File: config.mk
export PLATFORM = sky130hd
export DESIGN_NAME = tristate_bus_frame_tx
export DESIGN_NICKNAME = d
export VERILOG_FILES = /design/src/rtl/tristate_bus_pkg.sv /design/src/rtl/tristate_bus_shifter.sv /design/src/rtl/tristate_bus_frame_tx.sv
export SDC_FILE = /design/constraint.sdc
export NUM_CORES = 1
export LEC_CHECK = 0
export ABC_AREA = 1
export CORE_UTILIZATION = 60
export CTS_BUF_LIST = sky130_fd_sc_hd__clkbuf_8
export CTS_CLUSTER_DIAMETER = 120
export DETAILED_ROUTE_END_ITERATION = 8
export GPL_TIMING_DRIVEN = 0
export HOLD_SLACK_MARGIN = 0.1
export PLACE_DENSITY = 0.9
export SETUP_SLACK_MARGIN = 0.2
export SLEW_MARGIN = 10
export SYNTH_ARGS = -nofsm -noshare
export SYNTH_HDL_FRONTEND = slang
export SYNTH_SLANG_ARGS = --single-unit
File: constraint.sdc
create_clock -name clk -period 3.08 [get_ports clk]
set_input_delay 0.77 -clock clk [delete_from_list [all_inputs] [get_ports clk]]
set_output_delay 0.77 -clock clk [all_outputs]
set_load 0.1 [all_outputs]
File: src/rtl/tristate_bus_pkg.sv
// Shared types and constants for the tristate bus frame transmitter.
package tristate_bus_pkg;

  typedef enum logic [2:0] {
    IDLE   = 3'd0,
    START  = 3'd1,
    DATA   = 3'd2,
    PARITY = 3'd3,
    STOP   = 3'd4,
    TURN   = 3'd5
  } state_t;

  localparam logic START_BIT = 1'b0;
  localparam logic STOP_BIT  = 1'b1;

  localparam int DEFAULT_WIDTH     = 8;
  localparam int DEFAULT_GUARD     = 2;
  localparam bit DEFAULT_PARITY_EN = 1'b1;

endpackage

File: src/rtl/tristate_bus_shifter.sv
// Load / shift-right payload register that also folds each shifted-out bit into an even-parity accumulator.
module tristate_bus_shifter #(
  parameter int WIDTH = tristate_bus_pkg::DEFAULT_WIDTH
) (
  input  logic             clk,
  input  logic             rst_n,
  input  logic             load,
  input  logic             shift,
  input  logic [WIDTH-1:0] load_data,
  output logic             bit_out,
  output logic             parity
);

  logic [WIDTH-1:0] sreg;

  // Parity is only complete once all WIDTH bits have been shifted out.
  always_ff @(posedge clk or negedge rst_n) begin
    if (!rst_n) begin
      sreg   <= '0;
      parity <= 1'b0;
    end else if (load) begin
      sreg   <= load_data;
      parity <= 1'b0;
    end else if (shift) begin
      sreg   <= sreg >> 1;
      parity <= parity ^ sreg[0];
    end
  end

  assign bit_out = sreg[0];

endmodule

File: src/rtl/tristate_bus_frame_tx.sv
// Framed serial transmitter driving the data/enable pins of a single-bit tristate buffer:
// START, LSB-first payload, optional even parity, STOP, then GUARD cycles with the line released.
module tristate_bus_frame_tx #(
  parameter int WIDTH     = tristate_bus_pkg::DEFAULT_WIDTH,
  parameter bit PARITY_EN = tristate_bus_pkg::DEFAULT_PARITY_EN,
  parameter int GUARD     = tristate_bus_pkg::DEFAULT_GUARD
) (
  input  logic             clk,
  input  logic             rst_n,
  input  logic             in_valid,
  input  logic [WIDTH-1:0] in_data,
  output logic             in_ready,
  output logic             bus_data,
  output logic             bus_oe,
  output logic             busy,
  output logic             done
);
  import tristate_bus_pkg::*;

  localparam int CW = $clog2(WIDTH + 1);

  state_t        state, next_state;
  logic [CW-1:0] bit_cnt;
  logic [3:0]    guard_cnt;
  logic          accept, shift_en, shift_bit, parity_bit;
  logic          next_oe, next_data, next_busy, next_done;

  assign in_ready = (state == IDLE);
  assign accept   = in_valid && in_ready;
  assign shift_en = (next_state == DATA);

  tristate_bus_shifter #(.WIDTH(WIDTH)) u_shifter (
    .clk       (clk),
    .rst_n     (rst_n),
    .load      (accept),
    .shift     (shift_en),
    .load_data (in_data),
    .bit_out   (shift_bit),
    .parity    (parity_bit)
  );

  // Counters reload on every state change and count down without wrapping.
  always_ff @(posedge clk or negedge rst_n) begin
    if (!rst_n) begin
      state     <= IDLE;
      bit_cnt   <= '0;
      guard_cnt <= '0;
    end else begin
      state <= next_state;
      if (next_state != state) begin
        bit_cnt   <= (next_state == DATA) ? CW'(WIDTH - 1) : '0;
        guard_cnt <= (next_state == TURN) ? 4'((GUARD > 0) ? GUARD - 1 : 0) : '0;
      end else begin
        if (bit_cnt != '0)   bit_cnt   <= bit_cnt - CW'(1);
        if (guard_cnt != '0) guard_cnt <= guard_cnt - 4'd1;
      end
    end
  end

  always_comb begin
    next_state = state;
    case (state)
      IDLE:    if (accept) next_state = START;
      START:   next_state = DATA;
      DATA:    if (bit_cnt == '0) next_state = PARITY_EN ? PARITY : STOP;
      PARITY:  next_state = STOP;
      STOP:    next_state = (GUARD == 0) ? IDLE : TURN;
      TURN:    if (guard_cnt == '0) next_state = IDLE;
      default: next_state = IDLE;
    endcase
  end

  // Outputs are computed for the state being entered so they can be registered without a cycle of lag.
  always_comb begin
    next_oe   = 1'b0;
    next_data = 1'b0;
    next_busy = (next_state != IDLE);
    next_done = (state != IDLE) && (next_state == IDLE);
    case (next_state)
      START: begin
        next_oe   = 1'b1;
        next_data = START_BIT;
      end
      DATA: begin
        next_oe   = 1'b1;
        next_data = shift_bit;
      end
      PARITY: begin
        next_oe   = 1'b1;
        next_data = parity_bit;
      end
      STOP: begin
        next_oe   = 1'b1;
        next_data = STOP_BIT;
      end
      default: begin
        next_oe   = 1'b0;
        next_data = 1'b0;
      end
    endcase
  end

  always_ff @(posedge clk or negedge rst_n) begin
    if (!rst_n) begin
      bus_oe   <= 1'b0;
      bus_data <= 1'b0;
      busy     <= 1'b0;
      done     <= 1'b0;
    end else begin
      bus_oe   <= next_oe;
      bus_data <= next_data;
      busy     <= next_busy;
      done     <= next_done;
    end
  end

endmodule
==> results.sh <==
export IMPL_status="finished, violations left"
export IMPL_failed_checks="DRC"
export IMPL_hold_class="flip-flop to flip-flop"
export IMPL_ios=16
export IMPL_cts_htree_levels=1
export IMPL_post_cts_setup_buffer_count=0
export IMPL_cts_resized=1
export IMPL_drtIter0Drc=16
export IMPL_cts_num_sinks=24
export IMPL_slew_viol_final=0
export IMPL_syn_num_nets=162
export IMPL_synth_seq_cells=24
export IMPL_multiInputGateArea_sq_um=540.5
export IMPL_routed_wl_um=2276
export IMPL_period_needed_ns=2.659
export IMPL_grt_pass1_wl_um=3636
export IMPL_worst_slew_pin_slew_ns=1.044
export IMPL_diodes=0
export IMPL_clockBufferDepth=2
export IMPL_clkSlewWorstSetupHoldPaths_ns=0.08
export IMPL_drc=1
export IMPL_numCtsBuffers=3
export IMPL_cts_tree="built"
export IMPL_grt_pass1_vias=886
export IMPL_ctsHoldBuffers=0
export IMPL_first_pass_iters=6
export IMPL_cap_violations=0
export IMPL_path_class="flip-flop to output pin"
export IMPL_crit_path_end_kind="output pin"
export IMPL_start_util_pct=63.52
export IMPL_setup_viol=0
export IMPL_skew_ns=0.004205
export IMPL_synth_top_area_share_pct=48.19
export IMPL_start_kind="flip-flop"
export IMPL_dieArea_sq_um=2263
export IMPL_rsz0062_at_grt="no"
export IMPL_wl_per_cell_um=11.73
export IMPL_clockRootBuffer="clkbuf_8"
export IMPL_register_area_sq_um=600.6
export IMPL_rows=16
export IMPL_port_buffers=15
export IMPL_placedCellCount=191
export IMPL_place_hpwl_um=1755
export IMPL_synth_area_sq_um=1246
export IMPL_grt_start_max_net_pins=25
export IMPL_arrival_ns=1.89
export IMPL_tns_ns=0
export IMPL_gp_congestion=0.8817
export IMPL_fin_cells=194
export IMPL_final_hold_viol_count=0
export IMPL_grt_overflow=0
export IMPL_final_nets=182
export IMPL_vias=1015
export IMPL_clock_latency_ns=0.26
export IMPL_synth_top_cell_by_area="dfrtp_1"
export IMPL_dieHeight_um=47.58
export IMPL_core_sq_um=1962
export IMPL_maxSlewHeadroom_pct=30.20
export IMPL_required_ns=2.31
export IMPL_yosys_warnings=0
export IMPL_crit_fanout=6
export IMPL_area_growth_syn_to_layout_pct=17.97
export IMPL_fin_crit_sh_pct=86.34
export IMPL_seq_area_frac_synth_pct=48.19
export IMPL_ant_nets=0
export IMPL_antenna_found_initial=0
export IMPL_syn_inst=149
export IMPL_ys_types=25
export IMPL_max_freq_ghz=0.3761
export IMPL_fillerInstances=167
export IMPL_drive_gt1_share_pct=15.57
export IMPL_holdWs_ns=0.5155
export IMPL_die_x_um=47.58
export IMPL_viasPerCell=5.232
export IMPL_avgSynthCellArea_sq_um=8.364
export IMPL_ys_top_cells_by_area="dfrtp_1, nand2_1, inv_1"
export IMPL_grt_util_all_layers_pct=22.78
==> synth_stat cells <==
master	count
nand2_1	41
dfrtp_1	24
inv_1	14
nor2_1	13
nand3_1	8
a21oi_1	6
nand2_2	6
o21ai_1	6
inv_2	5
buf_6	3
xor2_1	3
ha_1	2
nand4_1	2
nor2_2	2
nor2_4	2
nor3_1	2
xnor2_1	2
a21boi_1	1
a21oi_2	1
nand3_4	1
nor3_2	1
o21a_1	1
o21ai_2	1
o31ai_1	1
or2_2	1
==> flip-flops by register name (all words and copies together), names as in the netlist <==
signal            count
guard_cnt             4
busy                  1
bit_cnt               4
done                  1
state                 3
u_shifter.parity      1
bus_data              1
bus_oe                1
u_shifter.sreg        8
==> routing by layer <==
layer	routed length, um	global-route usage (%)	vias up
met4	29	7.222	0
met2	1157	39.18	27
li1	-	-	505
met1	1004	29.76	477
met3	85	3.396	6
met5	0	0	-
==> per-stage QoR <==
stage	worst slack (ns)	instance area, sq um	utilization [%]
after global routing	0.3617	1470	74.94
after floorplan	1.088	1246	-
after global placement	0.4937	1430	72.90
after CTS	0.4165	1470	74.94
after detailed placement	0.4335	1430	72.90
final	0.4208	1470	74.94
==> worst paths after layout <==
path | start | end | slack [ns] | depth (start not counted)
max in group asynchronous | rst_n | u_shifter.sreg[2] | 1.37 | 1
hold reg to reg | u_shifter.sreg[1] | u_shifter.sreg[1] | 0.52 | 2
setup reg to reg | guard_cnt[0] | u_shifter.sreg[0] | 1.42 | 11
hold / removal | u_shifter.sreg[1] | u_shifter.sreg[1] | 0.52 | 2
setup / recovery | state[1] | in_ready | 0.42 | 4
min in group asynchronous | rst_n | bit_cnt[2] | 1.07 | 1
==> cells in the final DEF, fill, tap and decap left out <==
cell,instances
inv_2,5
nand2_2,6
inv_1,14
nand2_1,41
nor3_2,1
dfrtp_1,24
nand4_1,2
clkdlybuf4s50_1,14
dlygate4sd2_1,1
o21ai_1,6
nand3_4,1
o21ai_2,1
nor3_1,2
or2_2,1
o21a_1,1
clkbuf_8,3
xnor2_1,2
xor2_1,3
nor2_4,2
nand3_1,8
buf_6,3
ha_1,2
a21oi_1,6
a21boi_1,1
nor2_1,13
a21oi_2,1
nor2_2,2
o31ai_1,1
==> area by class of cell <==
| cell class | instances | share of cell area (%) |
|---|---|---|
| buffer | 3 | 2.298 |
| sequential | 24 | 40.85 |
| tap | 27 | 2.298 |
| timing repair buffer | 15 | 10.13 |
| multi-input combinational | 103 | 36.77 |
| inverter | 19 | 4.851 |
| clock buffer | 3 | 2.809 |
==> critical path, cell delays in order, from the launching register on <==
cell	delay [ns]
dfrtp_1	0.45
nor2_2	0.19
nand2_2	0.10
inv_1	0.06
dlygate4sd2_1	0.84
==> cells by family after synthesis <==
group                    synth area share, %
AND/OR/NAND/NOR                        29.82
flip-flops                             48.19
buffers and inverters                  8.434
AO/OA/AOI/OAI                          8.033
XOR/XNOR                               3.515
adder cells (fa/ha/maj)                2.008
Power is not shown: default switching activity piles up to over one toggle a cycle in this logic, so the estimate is an artifact.
